==> src/rtl/bitcoin_pkg.sv <==
// Shared definitions for the bitcoin miner: datapath state codes, sequencer
// states and SHA-256 constants.
package bitcoin_pkg;

  localparam int ROUNDS       = 64;
  localparam int HEADER_WORDS = 20;

  localparam logic [31:0] SHA_H0 [8] = '{
    32'h6a09e667, 32'hbb67ae85, 32'h3c6ef372, 32'ha54ff53a,
    32'h510e527f, 32'h9b05688c, 32'h1f83d9ab, 32'h5be0cd19
  };

  // State codes seen by the sha256 datapath.
  typedef enum logic [3:0] {
    SHA_IDLE    = 4'd0,
    SHA_READ1   = 4'd1,
    SHA_READ2   = 4'd2,
    SHA_PRECOMP = 4'd3,
    SHA_PHASE1  = 4'd4,
    SHA_PHASE2  = 4'd5,
    SHA_PHASE3  = 4'd6,
    SHA_COMPUTE = 4'd7,
    SHA_WRITE   = 4'd8
  } sha_state_e;

  // Internal sequencer states; COMPUTE is split so each knows which phase follows.
  typedef enum logic [3:0] {
    S_IDLE, S_READ1, S_READ2, S_PRECOMP,
    S_PHASE1, S_COMP1, S_PHASE2, S_COMP2,
    S_PHASE3, S_COMP3, S_WRITE
  } seq_state_e;

  function automatic sha_state_e toShaState(seq_state_e s);
    case (s)
      S_READ1:                   return SHA_READ1;
      S_READ2:                   return SHA_READ2;
      S_PRECOMP:                 return SHA_PRECOMP;
      S_PHASE1:                  return SHA_PHASE1;
      S_PHASE2:                  return SHA_PHASE2;
      S_PHASE3:                  return SHA_PHASE3;
      S_COMP1, S_COMP2, S_COMP3: return SHA_COMPUTE;
      S_WRITE:                   return SHA_WRITE;
      default:                   return SHA_IDLE;
    endcase
  endfunction

endpackage

==> src/rtl/sha_seq_ctrl.sv <==
// Job sequencer for the sha256 datapath: walks each nonce through the
// read/phase/compute/write sequence and stores one result word per nonce.
module sha_seq_ctrl #(
  parameter int NUM_NONCES = 16,
  parameter int ROUNDS     = 64
) (
  input  logic        clk,
  input  logic        reset_n,
  input  logic        start,
  input  logic [15:0] message_addr,
  input  logic [15:0] output_addr,
  input  logic [31:0] hashout,
  output logic [3:0]  sha_state,
  output logic        sha_start,
  output logic [31:0] sha_rand_num,
  output logic [15:0] mem_addr,
  output logic        mem_we,
  output logic [31:0] mem_write_data,
  output logic        busy,
  output logic        done
);
  import bitcoin_pkg::*;

  localparam int             CW       = (ROUNDS > 1) ? $clog2(ROUNDS) : 1;
  localparam logic [CW-1:0]  CNT_LAST = CW'(ROUNDS - 1);
  localparam logic [7:0]     N_LAST   = 8'(NUM_NONCES - 1);

  seq_state_e    state_q, state_d;
  logic [CW-1:0] cnt_q, cnt_d;
  logic [7:0]    n_q, n_d;
  logic          busy_q, busy_d;
  logic          done_q, done_d;
  logic [15:0]   memAddr_q, memAddr_d;

  // Address is registered from the next state so that reset can hold it at zero.
  function automatic logic [15:0] nextAddr(seq_state_e s, logic [CW-1:0] k,
                                           logic [7:0] n);
    logic [15:0] k16;
    logic [15:0] off;
    k16 = 16'(k);
    off = (k16 < 16'd12) ? k16 + 16'd3 : 16'd15;
    case (s)
      S_READ2:   nextAddr = message_addr + 16'd1;
      S_PRECOMP: nextAddr = message_addr + 16'd2;
      S_PHASE1:  nextAddr = message_addr + off;
      S_COMP1:   nextAddr = message_addr + 16'd16;
      S_PHASE2:  nextAddr = message_addr + 16'd17;
      S_WRITE:   nextAddr = output_addr + {8'd0, n};
      default:   nextAddr = message_addr;
    endcase
  endfunction

  always_ff @(posedge clk or negedge reset_n) begin
    if (!reset_n) begin
      state_q   <= S_IDLE;
      cnt_q     <= '0;
      n_q       <= '0;
      busy_q    <= 1'b0;
      done_q    <= 1'b0;
      memAddr_q <= '0;
    end else begin
      state_q   <= state_d;
      cnt_q     <= cnt_d;
      n_q       <= n_d;
      busy_q    <= busy_d;
      done_q    <= done_d;
      memAddr_q <= memAddr_d;
    end
  end

  // The counter is zero outside the phases, so every phase entry starts at 0.
  always_comb begin
    state_d = state_q;
    cnt_d   = '0;
    n_d     = n_q;
    busy_d  = busy_q;
    done_d  = done_q;
    unique case (state_q)
      S_IDLE: begin
        if (busy_q) begin
          state_d = S_READ1;
        end else if (start) begin
          busy_d = 1'b1;
          done_d = 1'b0;
          n_d    = '0;
        end
      end
      S_READ1:   state_d = S_READ2;
      S_READ2:   state_d = S_PRECOMP;
      S_PRECOMP: state_d = S_PHASE1;
      S_PHASE1: begin
        if (cnt_q == CNT_LAST) state_d = S_COMP1;
        else                   cnt_d   = cnt_q + 1'b1;
      end
      S_COMP1: state_d = S_PHASE2;
      S_PHASE2: begin
        if (cnt_q == CNT_LAST) state_d = S_COMP2;
        else                   cnt_d   = cnt_q + 1'b1;
      end
      S_COMP2: state_d = S_PHASE3;
      S_PHASE3: begin
        if (cnt_q == CNT_LAST) state_d = S_COMP3;
        else                   cnt_d   = cnt_q + 1'b1;
      end
      S_COMP3: state_d = S_WRITE;
      S_WRITE: begin
        state_d = S_IDLE;
        if (n_q == N_LAST) begin
          busy_d = 1'b0;
          done_d = 1'b1;
        end else begin
          n_d = n_q + 8'd1;
        end
      end
      default: state_d = S_IDLE;
    endcase
    memAddr_d = nextAddr(state_d, cnt_d, n_d);
  end

  assign sha_state      = toShaState(state_q);
  assign sha_start      = busy_q && (state_q == S_IDLE);
  assign sha_rand_num   = {24'd0, n_q};
  assign mem_addr       = memAddr_q;
  assign mem_we         = (state_q == S_WRITE);
  assign mem_write_data = mem_we ? hashout : 32'd0;
  assign busy           = busy_q;
  assign done           = done_q;

endmodule

==> config.mk <==
export PLATFORM = sky130hd
export DESIGN_NAME = sha_seq_ctrl
export DESIGN_NICKNAME = d
export VERILOG_FILES = /design/src/rtl/bitcoin_pkg.sv /design/src/rtl/sha_seq_ctrl.sv
export SDC_FILE = /design/constraint.sdc
export NUM_CORES = 1
export LEC_CHECK = 0
export BUFFER_PORTS_ARGS = -buffer_cell sky130_fd_sc_hd__buf_4
export CORE_AREA = 5 5 105 107
export DETAILED_ROUTE_END_ITERATION = 8
export DIE_AREA = 0 0 110 112
export GPL_TIMING_DRIVEN = 0
export PLACE_DENSITY = 0.67
export SKIP_LAST_GASP = 1
export SYNTH_ARGS = -nofsm -noshare
export SYNTH_HDL_FRONTEND = slang
export SYNTH_SLANG_ARGS = --single-unit
==> constraint.sdc <==
create_clock -name clk -period 3.93 [get_ports clk]
set_input_delay 0.9825 -clock clk [delete_from_list [all_inputs] [get_ports clk]]
set_output_delay 0.9825 -clock clk [all_outputs]
set_load 0.02 [all_outputs]
==> results_dict.tcl, run 1 <==
set metrics [dict create \
    wl_met2_microns 6446 \
    max-slew-margin-rel_pct 47.21 \
    antenna_cells 0 \
    period_needed_ns 3.721 \
    synth-seq-area-share_pct 23.24 \
    syn-mean-instance-area_sq_um 8.075 \
    synth-main-ff-cell "dfrtp_1" \
    r2r_end "mem_addr[11]$_DFF_PN0_" \
    ys_warn_count 0 \
    async_flop_share_pct 100.0 \
    cp-start-kind "flop" \
    insertion_delay_ns 0.30 \
    num_vias 4206 \
    grt_max_degree 37 \
    cp_num_buf_inv 0 \
    overflow 0 \
    placed_area_sq_um 5101 \
    start_util_pct 38.59 \
    synth-edff-count 0 \
    fin_crit_sh_pct 94.67 \
    vias_per_cell 5.392 \
    wl_per_cell_microns 16.55 \
    hp-class "flop to flop" \
    cp_slowest_cell "or4_1" \
    wl_met3_microns 1144 \
    ff2ff_path_depth 12 \
    root_buffer "clkbuf_8" \
    fmax_mhz 268.8 \
    max-vdd-ir-drop_uv 263.4 \
    cts_max_level 2 \
    cts_inserted_buffers 5 \
    finalWorstSetupSlack_ns 0.2095 \
    holdPathEnd "cnt_q[0]$_DFF_PN0_" \
    mappedNetlistArea_sq_um 3876 \
    ys_types 77 \
    grt_pass1_vias 4053 \
    fin_cells 780 \
    wirelength_microns 12910 \
    crit_type "flop to flop" \
    grt_pass1_wl_microns 19900 \
    die_y_microns 112 \
    outcome "finished clean" \
    cts_tree "done" \
    die_w_microns 110 \
    pin_count 155 \
    leakage_uw 0.002469 \
    maxSlewViolCount 0 \
    path_delay_family "compound AO/OA/AOI/OAI gates" \
    ant_nets 0 \
    rr_startpoint "n_q[0]$_DFF_PN0_" \
    multi_input_area_sq_um 2763 \
    min_from "cnt_q[0]$_DFF_PN0_" \
    worstMarginPinSlew_ns 0.7846 \
    path_clk_slew_ns 0.08 \
    setup_viol 0 \
    pre_cts_slack_ns -0.1652 \
    fin_tns_setup_ns 0 \
    postLayoutCoreUtil_pct 52.65 \
    io_buffers 128 \
    synth-seq-cells 36 \
    drt_iter0_drc 254 \
    seqCellArea_sq_um 902.1 \
    fin_nets 732 \
    endpoint_kind "flop" \
    drc 0 \
    synthCells 480 \
    grt_antenna_before_repair 0 \
    rows 37 \
    gp_congestion 0.8855 \
    dpl.hpwl_microns 10240 \
    hold_buffers 0 \
    area_delta_synth_final_pct 36.44 \
    cp_max_fo 5 \
    dr.pass1.iters 4 \
    grtUsageTotal_pct 20.16 \
    drt-met1-wl_microns 5172 \
    crit_start "n_q[0]$_DFF_PN0_" \
    hold_viol 0 \
    hold_depth 1 \
    core-area_sq_um 10050 \
    fillCellCount 958 \
    maxUsedRoutingLayer "met4" \
    cp_data_required_time_ns 4.12 \
    clock_skew_ns 0.007570 \
    cpPeakStageDelay_ns 0.51 \
    ff2ff_setup_slack_ns 0.21 \
    path_cells "ha_1 -> nand4b_1 -> or4_1 -> and2_1 -> a311oi_1 -> ha_1 -> o211ai_1 -> o211ai_1 -> a31oi_2 -> nor2_1 -> xnor2_1 -> a211o_1" \
    arrival_ns 3.91 \
    drive_gt1_share_pct 33.70 \
    drv_cap 0 \
    final_cell_area_sq_um 5289 \
    cts_sinks 36 \
    clockBufferDepth 2 \
    place_inst 769 \
    powerDensity_nw_per_um2 603.7 \
    die_area_sq_um 12320 \
]
[sequential cells by signal (all words and copies together), names as in the netlist]
signal	flops
busy	1
cnt_q	6
done	1
mem_addr	16
n_q	8
state_q	4
[logic make-up after synthesis]
group / Yosys count / share of synthesized area [%]
compound gates: 145 / 26.24
xor+xnor: 25 / 5.649
fa+ha+maj: 22 / 7.489
buf+inv: 59 / 9.813
flops: 36 / 23.24
mux: 1 / 0.2582
other cells: 1 / 0.09674
simple gates: 191 / 27.21
[report_power, final]
part / switching (uW) / internal [uW] / total [uW]
clock network: 156 / 124 / 280
logic: 1320 / 961 / 2280
registers: 114 / 523 / 637
[through the flow]
step / hold slack (ns) / total power [uW]
finish: 0.5483 / 3193
global route: 0.5695 / 3443
CTS: 0.5382 / 3131
detailed placement: 0.5260 / 2811
global placement: 0.5237 / 2781
floorplan: 0.4946 / 2109
[layout by cell type (no fill, tap or decap), drive strengths merged, types with 6 or more instances in the layout]
cell,Yosys,final
xor2,11,11
inv,17,17
and2,41,41
nand2,45,45
xnor2,14,14
conb,1,26
nor2,38,38
dfrtp,36,36
a211oi,7,7
nand3,18,18
ha,20,20
and3,7,7
a21oi,27,27
clkbuf,4,10
a21boi,6,6
o21ai,39,39
a31oi,10,10
o211ai,6,6
buf,38,168
nor3,9,9
[final cells by class]
cell class / count / share of cell area, %
Buffer: 42 / 6.033
Clock buffer: 5 / 1.301
Clock inverter: 3 / 0.3549
Inverter: 17 / 1.207
Multi-Input combinational cell: 410 / 52.24
Sequential cell: 36 / 17.06
Tap cell: 136 / 3.217
Timing Repair Buffer: 131 / 18.59
[worst max path at each step]
stage	endpoint	slack, ns	cells after the start
5_1_grt	mem_addr[9]$_DFF_PN0_	-0.008	15
6_report	mem_addr[11]$_DFF_PN0_	0.21	12
4_1_cts	mem_addr[8]$_DFF_PN0_	0.07	17
3_5_place_dp	mem_addr[10]$_DFF_PN0_	-0.17	16
2_1_floorplan	mem_addr[11]$_DFF_PN0_	0.55	12
3_3_place_gp	mem_addr[10]$_DFF_PN0_	0.001	16
[synthesized netlist by cell type, types with 6 or more instances]
cell type  count  area, sq um
inv_1         17        63.81
ha_1          20        250.2
buf_6          7        78.83
nor3_1         7        35.03
a31oi_1       10        62.56
buf_4         27        202.7
nand2_1       45        168.9
and2_1        41        256.5
nand3_1       16        80.08
nor2_1        35        131.4
a21oi_1       25        125.1
o21ai_0       32        160.2
dfrtp_1       36        900.9
xnor2_1       14        122.6
xor2_1        11        96.34
and3_1         6        37.54
[repair_timing]
item / 4_1_cts / 5_1_grt
setup endpoints to repair: 3 / 9
buffers inserted: 2 / 1
gates resized for setup: 2 / 16
pin swaps: 1 / 1
[layer usage]
metal | track usage (%) | vias to the layer above
li1 | - | 2018
met1 | 25.22 | 1974
met2 | 35.72 | 200
met3 | 3.130 | 14
met4 | 4.821 | 0
met5 | 0 | -
(Power assumes the default switching activity.)
==> run 2: changes to the inputs <==
--- a/config.mk
+++ b/config.mk
@@ -6,11 +6,11 @@
 export NUM_CORES = 1
 export LEC_CHECK = 0
 export BUFFER_PORTS_ARGS = -buffer_cell sky130_fd_sc_hd__buf_4
-export CORE_AREA = 5 5 105 107
+export CORE_AREA = 5 5 95 97
 export DETAILED_ROUTE_END_ITERATION = 8
-export DIE_AREA = 0 0 110 112
+export DIE_AREA = 0 0 100 102
 export GPL_TIMING_DRIVEN = 0
-export PLACE_DENSITY = 0.67
+export PLACE_DENSITY = 0.8
 export SKIP_LAST_GASP = 1
 export SYNTH_ARGS = -nofsm -noshare
 export SYNTH_HDL_FRONTEND = slang
==> results_dict.tcl, run 2 (same netlist as run 1, synthesis figures left out) <==
set metrics [dict create \
    outcome "finished clean" \
    hp-class "flop to flop" \
    path_delay_family "compound AO/OA/AOI/OAI gates" \
    die_y_microns 102 \
    hold_depth 2 \
    leakage_uw 0.002468 \
    grt_antenna_before_repair 1 \
    min_from "done$_DFFE_PN0P_" \
    setup_viol 0 \
    ant_nets 0 \
    clockBufferDepth 2 \
    vias_per_cell 5.628 \
    multi_input_area_sq_um 2776 \
    drive_gt1_share_pct 33.75 \
    cp_slowest_cell "or4_1" \
    r2r_end "mem_addr[11]$_DFF_PN0_" \
    start_util_pct 48.14 \
    hold_buffers 0 \
    cp_num_buf_inv 0 \
    cts_tree "done" \
    layout_common_cells "157 x buf_4, 42 x nand2_1, 41 x and2_1, 35 x dfrtp_1, 34 x nor2_1" \
    fmax_mhz 267.2 \
    ff2ff_path_depth 12 \
    area_delta_synth_final_pct 35.60 \
    antenna_cells 0 \
    path_clk_slew_ns 0.08 \
    root_buffer "clkbuf_8" \
    clock_skew_ns 0.009050 \
    grt_pass1_wl_microns 19960 \
    finalWorstSetupSlack_ns 0.1877 \
    largest_reg_flops 16 \
    drv_cap 0 \
    maxSlewViolCount 0 \
    final_common_cell "buf_4" \
    cts_sinks 36 \
    wirelength_microns 12800 \
    grtUsageTotal_pct 24.36 \
    cpPeakStageDelay_ns 0.55 \
    insertion_delay_ns 0.30 \
    fin_crit_sh_pct 95.22 \
    core-area_sq_um 8051 \
    path_cells "ha_1 -> nand4b_1 -> or4_1 -> and2_1 -> a311oi_1 -> ha_1 -> o211ai_1 -> o211ai_1 -> a31oi_2 -> nor2_1 -> xnor2_1 -> a211o_1" \
    crit_start "n_q[0]$_DFF_PN0_" \
    pin_count 155 \
    die_w_microns 100 \
    cp_max_fo 5 \
    fillCellCount 714 \
    drc 0 \
    ff2ff_setup_slack_ns 0.19 \
    cp_data_required_time_ns 4.11 \
    seqCellArea_sq_um 902.1 \
    endpoint_kind "flop" \
    cp-start-kind "flop" \
    io_buffers 128 \
    fin_nets 731 \
    rows 33 \
    dpl.hpwl_microns 10040 \
    worstMarginPinSlew_ns 0.6986 \
    grt_max_degree 37 \
    final_cell_area_sq_um 5256 \
    max-vdd-ir-drop_uv 339.7 \
    arrival_ns 3.93 \
    period_needed_ns 3.742 \
    max-slew-margin-rel_pct 53.00 \
    die_area_sq_um 10200 \
    pre_cts_slack_ns -0.04852 \
    crit_type "flop to flop" \
    grt_pass1_vias 4169 \
    num_vias 4210 \
    drt_iter0_drc 277 \
    overflow 0 \
    hold_viol 0 \
    dr.pass1.iters 6 \
    holdPathEnd "done$_DFFE_PN0P_" \
    postLayoutCoreUtil_pct 65.28 \
    cts_inserted_buffers 5 \
    powerDensity_nw_per_um2 611.5 \
    cts_max_level 2 \
    placed_area_sq_um 5062 \
    rr_startpoint "n_q[0]$_DFF_PN0_" \
    wl_per_cell_microns 17.11 \
    gp_congestion 0.8728 \
]
==> run 2: changes by cell type in the layout (fill, tap and decap cells not counted), sizes merged <==
cell,change
buf,-1
==> run 2: power by group <==
group,internal [uW],switching (uW)
Sequential,523,109
Combinational,963,1330
Clock,124,160
==> run 2: area by class of cell <==
class                   instances  area share, %
flip-flops and latches         36          17.16
multi-input cells             410          52.82
plain buffers                  42          6.070
well taps                     105          2.499
inverters                      17          1.214
clock inverters                 3         0.3571
clock buffers                   5          1.309
repair buffers                130          18.57
==> run 2: worst max path at each step <==
stage                                        end  slack, ns  cells past startpoint
final                     mem_addr[11]$_DFF_PN0_       0.19                     12
after global routing       mem_addr[9]$_DFF_PN0_      -0.02                     15
after CTS                 mem_addr[10]$_DFF_PN0_       0.03                     16
after detailed placement  mem_addr[10]$_DFF_PN0_      -0.05                     16
after global placement    mem_addr[10]$_DFF_PN0_       0.05                     14
after floorplan           mem_addr[11]$_DFF_PN0_       0.55                     12
==> run 2: metal layers <==
| metal | GRT usage [%] | up-vias | routed length [microns] |
|---|---|---|---|
| met4 | 10.26 | 2 | 268 |
| met3 | 4.232 | 23 | 1071 |
| met1 | 28.84 | 1973 | 5071 |
| met2 | 43.61 | 191 | 6378 |
| met5 | 0 | - | 8 |
| li1 | - | 2021 | - |
==> run 2: repair_timing <==
| action | CTS | global route |
|---|---|---|
| gates resized for setup | 1 | 19 |
| pin swaps | 0 | 2 |
| buffers inserted | 0 | 2 |
| setup endpoints to repair | 1 | 10 |
==> run 2: tightest hold or removal path: cells and delay by family, from the launching register on <==
family / cells / cell delay (ns)
AOI/OAI and AO/OA: 1 / 0.08
DFF: 1 / 0.38
buffers and inverters: 1 / 0.05
==> run 2: stage by stage <==
stage	power (uW)	cells	hold WS (ns)	TNS (ns)
floorplan	2109	505	0.4946	0
global placement	2782	738	0.5213	0
detailed placement	2831	738	0.5447	-0.04852
CTS	3133	746	0.5561	0
global route	3429	748	0.5839	-0.02139
finish	3214	748	0.5518	0
